==> src/rtl/chip_burst_sequencer.sv <==
// Burst front end for the Chip DRAM model: one read/write burst at a time, open-row
// tracking per bank, precharge/activate sequencing and wrap-around column beats.
module chip_burst_sequencer #(
  parameter int BGWIDTH      = 2,
  parameter int BAWIDTH      = 2,
  parameter int COLWIDTH     = 10,
  parameter int CHWIDTH      = 5,
  parameter int DEVICE_WIDTH = 4,
  parameter int BL           = 8,
  parameter int TRP          = 2,
  parameter int TRCD         = 2,
  parameter int TCL          = 2,
  localparam int BANKGROUPS    = 2 ** BGWIDTH,
  localparam int BANKSPERGROUP = 2 ** BAWIDTH
) (
  input  logic                        clk,
  input  logic                        rst_n,
  input  logic                        cmd_valid,
  output logic                        cmd_ready,
  input  logic                        cmd_wr,
  input  logic [BGWIDTH-1:0]          cmd_bg,
  input  logic [BAWIDTH-1:0]          cmd_ba,
  input  logic [CHWIDTH-1:0]          cmd_row,
  input  logic [COLWIDTH-1:0]         cmd_col,
  input  logic [DEVICE_WIDTH*BL-1:0]  wdata,
  output logic [DEVICE_WIDTH*BL-1:0]  rdata,
  output logic                        rdata_valid,
  output logic [BANKGROUPS-1:0][BANKSPERGROUP-1:0]                    rd_o_wr,
  output logic [BANKGROUPS-1:0][BANKSPERGROUP-1:0][DEVICE_WIDTH-1:0]  dqin,
  output logic [BANKGROUPS-1:0][BANKSPERGROUP-1:0][CHWIDTH-1:0]       row,
  output logic [BANKGROUPS-1:0][BANKSPERGROUP-1:0][COLWIDTH-1:0]      column,
  input  logic [BANKGROUPS-1:0][BANKSPERGROUP-1:0][DEVICE_WIDTH-1:0]  dqout,
  output logic [2:0]                  fsm_state
);

  localparam int LB    = $clog2(BL);
  localparam int BW    = BGWIDTH + BAWIDTH;
  localparam int NB    = 2 ** BW;
  localparam int MAXA  = (BL > TRP) ? BL : TRP;
  localparam int MAXB  = (MAXA > TRCD) ? MAXA : TRCD;
  localparam int MAXT  = (MAXB > TCL) ? MAXB : TCL;
  localparam int CW    = $clog2(MAXT) + 1;

  typedef enum logic [2:0] {
    IDLE     = 3'd0,
    PRE      = 3'd1,
    ACT      = 3'd2,
    WR       = 3'd3,
    RD       = 3'd4,
    RD_DRAIN = 3'd5
  } state_t;

  state_t                             state;
  logic [CW-1:0]                      cnt;
  logic                               wr_q;
  logic [BGWIDTH-1:0]                 bg_q;
  logic [BAWIDTH-1:0]                 ba_q;
  logic [CHWIDTH-1:0]                 row_q;
  logic [COLWIDTH-1:0]                col_q;
  logic [DEVICE_WIDTH*BL-1:0]         wdata_q;
  logic [NB-1:0]                      tab_valid;
  logic [NB-1:0][CHWIDTH-1:0]         tab_row;
  logic [TCL:1]                       rd_pipe;
  logic [LB-1:0]                      samp_cnt;

  logic [BW-1:0]  idx_in;
  logic [BW-1:0]  idx_q;
  logic           hit;
  logic [LB-1:0]  beat;
  logic [LB-1:0]  col_lo;

  assign idx_in    = {cmd_bg, cmd_ba};
  assign idx_q     = {bg_q, ba_q};
  assign hit       = tab_valid[idx_in] && (tab_row[idx_in] == cmd_row);
  assign beat      = cnt[LB-1:0];
  assign col_lo    = col_q[LB-1:0] + beat;
  assign fsm_state = state;

  // Handshake: a command transfers on the rising edge where cmd_valid && cmd_ready;
  // cmd_ready is high exactly while the FSM sits in IDLE, and the command fields are
  // captured on that edge so the requester may change them afterwards.
  assign cmd_ready = (state == IDLE);

  always_ff @(posedge clk or negedge rst_n) begin
    if (!rst_n) begin
      state       <= IDLE;
      cnt         <= '0;
      wr_q        <= 1'b0;
      bg_q        <= '0;
      ba_q        <= '0;
      row_q       <= '0;
      col_q       <= '0;
      wdata_q     <= '0;
      tab_valid   <= '0;
      tab_row     <= '0;
      rd_pipe     <= '0;
      samp_cnt    <= '0;
      rdata       <= '0;
      rdata_valid <= 1'b0;
    end else begin
      rdata_valid <= 1'b0;
      // rd_pipe[i] is set when a read beat was driven i cycles ago.
      rd_pipe[1] <= (state == RD);
      for (int i = 2; i <= TCL; i++) rd_pipe[i] <= rd_pipe[i-1];
      if (rd_pipe[TCL]) begin
        rdata[samp_cnt*DEVICE_WIDTH +: DEVICE_WIDTH] <= dqout[bg_q][ba_q];
        samp_cnt <= samp_cnt + LB'(1);
        if (samp_cnt == LB'(BL - 1)) rdata_valid <= 1'b1;
      end

      case (state)
        IDLE: begin
          if (cmd_valid) begin
            wr_q    <= cmd_wr;
            bg_q    <= cmd_bg;
            ba_q    <= cmd_ba;
            row_q   <= cmd_row;
            col_q   <= cmd_col;
            wdata_q <= wdata;
            cnt     <= '0;
            if (hit) begin
              state <= cmd_wr ? WR : RD;
            end else if (tab_valid[idx_in]) begin
              state             <= PRE;
              tab_valid[idx_in] <= 1'b0;
            end else begin
              state <= ACT;
            end
          end
        end
        PRE: begin
          if (cnt == CW'(TRP - 1)) begin
            cnt   <= '0;
            state <= ACT;
          end else begin
            cnt <= cnt + CW'(1);
          end
        end
        ACT: begin
          if (cnt == CW'(TRCD - 1)) begin
            cnt              <= '0;
            tab_valid[idx_q] <= 1'b1;
            tab_row[idx_q]   <= row_q;
            state            <= wr_q ? WR : RD;
          end else begin
            cnt <= cnt + CW'(1);
          end
        end
        WR, RD: begin
          if (cnt == CW'(BL - 1)) begin
            cnt   <= '0;
            state <= (state == WR) ? IDLE : RD_DRAIN;
          end else begin
            cnt <= cnt + CW'(1);
          end
        end
        RD_DRAIN: begin
          if (cnt == CW'(TCL - 1)) begin
            cnt   <= '0;
            state <= IDLE;
          end else begin
            cnt <= cnt + CW'(1);
          end
        end
        default: state <= IDLE;
      endcase
    end
  end

  // Only the target bank is driven, and only during beats; data follows burst order.
  always_comb begin
    rd_o_wr = '0;
    dqin    = '0;
    row     = '0;
    column  = '0;
    if (state == WR || state == RD) begin
      rd_o_wr[bg_q][ba_q] = (state == WR);
      row[bg_q][ba_q]     = row_q;
      column[bg_q][ba_q]  = {col_q[COLWIDTH-1:LB], col_lo};
      if (state == WR) dqin[bg_q][ba_q] = wdata_q[beat*DEVICE_WIDTH +: DEVICE_WIDTH];
    end
  end

endmodule

==> config.mk <==
export PLATFORM = sky130hd
export DESIGN_NAME = chip_burst_sequencer
export DESIGN_NICKNAME = d
export VERILOG_FILES = /design/src/rtl/chip_burst_sequencer.sv
export SDC_FILE = /design/constraint.sdc
export NUM_CORES = 1
export LEC_CHECK = 0
export CORE_AREA = 2 2 186 188
export DETAILED_ROUTE_END_ITERATION = 10
export DIE_AREA = 0 0 188 190
export PLACE_DENSITY = 0.67
export SKIP_LAST_GASP = 1
export SLEW_MARGIN = 5
export SYNTH_ARGS = -nofsm -noshare
export SYNTH_HDL_FRONTEND = slang
export SYNTH_SLANG_ARGS = --single-unit
==> constraint.sdc <==
create_clock -name clk -period 5.9 [get_ports clk]
set_clock_uncertainty 0.1 [all_clocks]
set_input_delay 1.18 -clock clk [delete_from_list [all_inputs] [get_ports clk]]
set_output_delay 1.18 -clock clk [all_outputs]
set_load 0.005 [all_outputs]
==> out/metrics.csv, run 1 <==
metric,value,unit
ys_ff_latch,193,
hpwl,31.32,mm
hold_viol_final,0,
startpoint_type,flop,
cts_buffers,17,
synthTopCellsByArea,"dfrtp_1 (41%), and2_1 (13%), mux2_2 (12%), nand2_1 (6.8%), mux4_2 (6.3%)",
num_io_pins,476,
maxCapViolations,0,
nets,1798,
ant_nets,0,
maxSlewHeadroom,0.1914,
cp_cell_sequence,"nor2b_1, and2_1, nor2_2, buf_4, nor2_1, and2_1, clkdlybuf4s50_1",
grt_max_degree,96,
synth_edf_count,0,
antenna_found_initial,0,
crit_family,simple AND/OR/NAND/NOR gates,
async_flop_share,1.000,
core-area,0.03395,sq mm
viasPerCell,5.007,
cts-root-buf,clkbuf_16,
drcViolationCount,0,
ctsHoldBuffers,0,
place.gp.congestion,0.8229,
die_h,190,microns
slew_viol_final,0,
crit_path_max_fanout,33,
cts_setup_buffers,0,
power_density,348.7,mW/mm^2
clock_latency,0.44,ns
period_share,0.8698,
grt_setup_unrepaired,no,
ir_worst_vdd,0.0002309,V
detailedPlace.worstSlack,1.257,ns
final_core_util,0.5150,
rows,68,
cts_resized,0,
area_delta_synth_final,47.46,%
portBuffers,475,
yosys.area.top_type_share,0.4073,
ys.flop_type,dfrtp_1,
syn_inst,1259,
slowest_stage,nor2_1,
diodes,0,
grt_pass1_vias,10997,
worst_pin_slew,1.213,ns
synth_cell_types,51,
layout_min_cycle_time,5.132,ns
yosysSeqAreaShare,0.4073,
ys_warn_count,0,
outcome,"complete, no violations",
cts_sinks,193,
drt_wl_total,41.97,mm
syn-cell-area,0.01186,sq mm
hold_path.class,reg2reg,
finalWorstSetupSlack,0.7684,ns
synth_nets,1386,
max_stage_delay,0.85,ns
worst_ep_arrival_time,3.85,ns
start_util,0.3493,
cts.htree.levels,4,
grt_overflow,0,
crit_type,reg2out,
required,4.62,ns
grtUsageTotal,0.2312,
crit_buf_inv,2,
first_pass_iters,7,
die_x,188,microns
final.setup.tns,0,ns
cts_tree,yes,
p_leak,7.583,nW
fmax,0.1949,GHz
vias,10709,
drt-initial-drc-count,651,
clk_transition_reported_paths,0.07,ns
drive_gt1_frac,0.1289,
synth.avg_cell_area,9.417,sq um
clk_path_buf_depth,2,
dieArea,0.03572,sq mm
path_common_cell,and2_1,
yosys.area.top_type,dfrtp_1,
end_kind,primary output,
grt_first_pass_wirelength,64.34,mm
setup_viol,0,
fillers,3081,
wl_per_cell,19.62,microns
==> cells in the mapped netlist (10+ instances only) <==
| library cell | number |
|---|---|
| a21oi_1 | 18 |
| and2_1 | 237 |
| clkbuf_1 | 79 |
| dfrtp_1 | 193 |
| inv_1 | 29 |
| mux2_2 | 123 |
| mux2i_1 | 31 |
| mux4_2 | 33 |
| nand2_1 | 216 |
| nand2b_1 | 13 |
| nand3_1 | 12 |
| nor2_1 | 106 |
| nor2b_1 | 10 |
| nor3_1 | 38 |
| nor4_1 | 11 |
==> stage by stage <==
stage                     total power [mW]  cells  hold WS, ns  cell area (sq um)
after global routing                 6.523   2139       0.3102              17480
after floorplan                      3.910   1259       0.2312              11860
after global placement               4.904   2107       0.3055              16890
final                                6.097   2139       0.3084              17480
after detailed placement             4.978   2107       0.2975              16890
after CTS                            6.139   2139       0.3121              17480
==> flip-flops by register name, indices dropped and copies added (netlist names), 2 cells and up <==
register and count:
ba_q 2, samp_cnt 3, cnt 4, rdata 32, fsm_state 3, tab_valid 16
bg_q 2, col_q 10, row_q 5, tab_row 80, rd_pipe 2, wdata_q 32
==> where the power goes <==
group,internal (mW),switching [mW]
Sequential,1.80,0.644
Combinational,1.21,1.30
Clock,0.569,0.579
Total,3.57,2.53
==> cell families after synthesis <==
| group | after synthesis | synth area share |
|---|---|---|
| simple gates | 655 | 0.2737 |
| flops | 193 | 0.4073 |
| mux | 189 | 0.2101 |
| xor+xnor | 12 | 0.008864 |
| buf+inv | 128 | 0.04622 |
| compound gates | 74 | 0.04464 |
| fa+ha+maj | 8 | 0.009075 |
==> worst reg2reg max path: stages, from the launching register on <==
cell and delay [ns]:
dfrtp_1 0.53, buf_4 0.45, mux4_2 0.62, mux4_2 0.55
and2_1 0.22, mux2_2 0.27
==> cell type report <==
class	count	area, sq um	area share
Multi-Input combinational cell	938	6490	0.3712
Timing Repair Buffer	492	4893	0.2799
Sequential cell	193	4830	0.2762
Tap cell	455	569.3	0.03256
Clock buffer	17	425.4	0.02433
Clock inverter	15	166.4	0.009518
Inverter	29	108.9	0.006226
==> path summary, 6_finish.rpt <==
| path | startpoint | endpoint | slack [ns] | depth (start not counted) |
|---|---|---|---|---|
| max | fsm_state[1]$_DFFE_PN0P_ | column[91] | 0.77 | 7 |
| min | rd_pipe[1]$_DFF_PN0_ | rd_pipe[2]$_DFF_PN0_ | 0.31 | 0 |
| max reg2reg | bg_q[0]$_DFFE_PN0P_ | rdata[30]$_DFFE_PN0P_ | 3.06 | 5 |
| min reg2reg | rd_pipe[1]$_DFF_PN0_ | rd_pipe[2]$_DFF_PN0_ | 0.31 | 0 |
| max in group asynchronous | rst_n | tab_row[75]$_DFFE_PN0P_ | 3.77 | 2 |
| min in group asynchronous | rst_n | rdata[20]$_DFFE_PN0P_ | 0.71 | 1 |
==> layer usage <==
metal / track usage / vias up / share of wire
met2: 0.4222 / 381 / 0.52
met4: 0.06360 / 0 / 0.018
li1: - / 5031 / -
met3: 0.05331 / 47 / 0.063
met5: 0 / - / 0
met1: 0.2713 / 5250 / 0.40
==> cells in the final DEF, fill, tap and decap left out, drive strengths merged, types with 2 or more instances in the layout <==
cell / count
a31oi: 9
mux4: 35
and2: 237
o22ai: 6
a221oi: 6
nor2b: 10
o21ai: 8
buf: 18
a21oi: 18
nand2b: 13
xnor2: 8
o21bai: 2
dfrtp: 193
nor4: 11
nand4: 2
clkinv: 7
clkdlybuf4s50: 473
nand3: 12
mux2i: 31
ha: 7
a32oi: 7
a22o: 2
and3: 3
xor2: 4
clkinvlp: 2
inv: 35
a22oi: 4
nor3: 38
mux2: 123
nor2: 106
nand2: 216
nor4b: 2
nand3b: 2
clkbuf: 18
nor3b: 3
a211oi: 4
Note: power is estimated with default switching activity, not from simulation.
==> run 2, diff against run 1 <==
Settings changed: CORE_AREA 2 2 186 188 to 2 2 183 185, DIE_AREA 0 0 188 190 to 0 0 185 187, PLACE_DENSITY 0.67 to 0.69.
Clock period 5.9 ns to 4.8 ns, I/O delays scaled along.
==> out/metrics.csv, run 2 (synthesis results as in run 1) <==
metric,value,unit,change
layout_commonest_cell,clkdlybuf4s50_1,,
p_leak,7.750,nW,+2.2%
crit_type,reg2out,,
hold_viol_final,0,,unchanged
fmax,0.2262,GHz,
cts.htree.levels,4,,unchanged
drt_wl_total,46.38,mm,+11%
drcViolationCount,0,,unchanged
grtUsageTotal,0.2634,,+0.03218
clk_transition_reported_paths,0.08,ns,about the same
cts_buffers,17,,unchanged
vias,11062,,+3.3%
top_regs,"tab_row x80, rdata x32, wdata_q x32",,
first_pass_iters,5,,-2
maxCapViolations,0,,unchanged
cts_setup_buffers,0,,unchanged
wl_per_cell,21.42,microns,+9.2%
ir_worst_vdd,0.0002750,V,+19%
dieArea,0.03460,sq mm,-3.1%
grt_setup_unrepaired,no,,
hold_path.class,reg2reg,,
num_io_pins,476,,unchanged
area_delta_synth_final,49.70,%,
place.gp.congestion,0.9255,,+12%
nets,1829,,+1.7%
period_share,0.9210,,
hpwl,35.81,mm,+14%
crit_path_max_fanout,27,,-18%
drive_gt1_frac,0.1481,,+0.01925
rows,67,,-1.5%
grt_max_degree,123,,+28%
start_util,0.3608,,+0.01154
portBuffers,475,,unchanged
slew_viol_final,0,,unchanged
final_cell_mix,"clkdlybuf4s50_1 (473), and2_1 (235), nand2_1 (215)",,
viasPerCell,5.109,,+2.1%
die_x,185,microns,-1.6%
cts_sinks,193,,unchanged
setup_viol,0,,unchanged
top_register,tab_row,,
worst_ep_arrival_time,3.36,ns,-0.49 ns
maxSlewHeadroom,0.3059,,+0.1145
antenna_found_initial,4,,+4
layout_min_cycle_time,4.421,ns,
cts_tree,yes,,
r2r_slack,1.97,ns,-1.09 ns
hold_slack,0.2687,ns,-0.03970 ns
startpoint_type,flop,,
die_h,187,microns,-1.6%
grt_pass1_vias,10807,,-1.7%
clk_path_buf_depth,2,,unchanged
grt_first_pass_wirelength,68.30,mm,+6.1%
clock_latency,0.43,ns,about the same
power_density,437.1,mW/mm^2,+25%
end_kind,primary output,,
outcome,"complete, no violations",,
ant_nets,0,,unchanged
required,3.74,ns,-0.88 ns
grt_overflow,0,,unchanged
core-area,0.03286,sq mm,-3.2%
final.setup.tns,0,ns,unchanged
worst_pin_slew,1.041,ns,-0.1718 ns
largest_reg_flops,80,,unchanged
drt-initial-drc-count,814,,+25%
cts-root-buf,clkbuf_16,,
-- run 2: cell types whose count changed in the layout (fill, tap and decap cells not counted), sizes merged --
cell	change
buf	+31
clkinv	-3
diode	+2
bufinv	+1
clkinvlp	+1
inv	+1
-- run 2: path summary, 6_finish.rpt --
path                                          start                      end  depth (start not counted)
hold / removal                 rd_pipe[1]$_DFF_PN0_     rd_pipe[2]$_DFF_PN0_                          0
max in group asynchronous                     rst_n  tab_row[78]$_DFFE_PN0P_                          2
setup reg to reg                bg_q[1]$_DFFE_PN0P_    rdata[21]$_DFFE_PN0P_                          5
setup / recovery           fsm_state[1]$_DFFE_PN0P_                  row[36]                          8
hold reg to reg                rd_pipe[1]$_DFF_PN0_     rd_pipe[2]$_DFF_PN0_                          0
min in group asynchronous                     rst_n     row_q[3]$_DFFE_PN0P_                          1
-- run 2: stage by stage --
step | cell area (sq um) | power [mW] | std cells | worst slack [ns] | util
floorplan | 11860 | 4.807 | 1259 | 1.792 | -
global placement | 17140 | 6.224 | 2131 | 0.6944 | 0.5216
detailed placement | 17140 | 6.322 | 2131 | 0.5975 | 0.5216
CTS | 17730 | 7.777 | 2163 | 0.1023 | 0.5396
global route | 17750 | 8.264 | 2165 | 0.1483 | 0.5401
finish | 17750 | 7.758 | 2165 | 0.3794 | 0.5401
-- run 2: cell type report --
| type | instances | area (sq um) |
|---|---|---|
| fillers | 3041 | 15110 |
| multi-input cells | 938 | 6513 |
| repair buffers | 523 | 5139 |
| flip-flops and latches | 193 | 4830 |
| well taps | 448 | 560.5 |
| clock buffers | 17 | 425.4 |
| clock inverters | 15 | 168.9 |
| inverters | 29 | 108.9 |
| diodes | 2 | 5.005 |
-- run 2: where the power goes --
part           total (mW)  switching [mW]  leakage, nW  internal (mW)
clock                1.43           0.693        0.281          0.742
sequential           2.88           0.670         2.53           2.21
combinational        3.44            1.87         4.94           1.57
total                7.76            3.23         7.75           4.53
-- run 2: critical path: stages (launching register included) --
cell and delay, ns:
dfrtp_1 0.38, buf_4 0.18, nor3b_1 0.58, nor2_2 0.21, buf_4 0.27, nor2_1 0.35
buf_4 0.28, and2_1 0.15, clkdlybuf4s50_1 0.51
-- run 2: what timing repair did --
item,in CTS,in global routing
setup endpoints to repair,0,16
resized for setup,0,2
hold buffers,0,0
-- run 2: per-layer routing --
layer  global-route usage  vias up  wire (microns)
met2               0.4751      434           24060
met1               0.3209     5473           18120
li1                     -     5110               -
met3              0.04848       45            3284
met4              0.06838        0             916
met5                    0        -               0
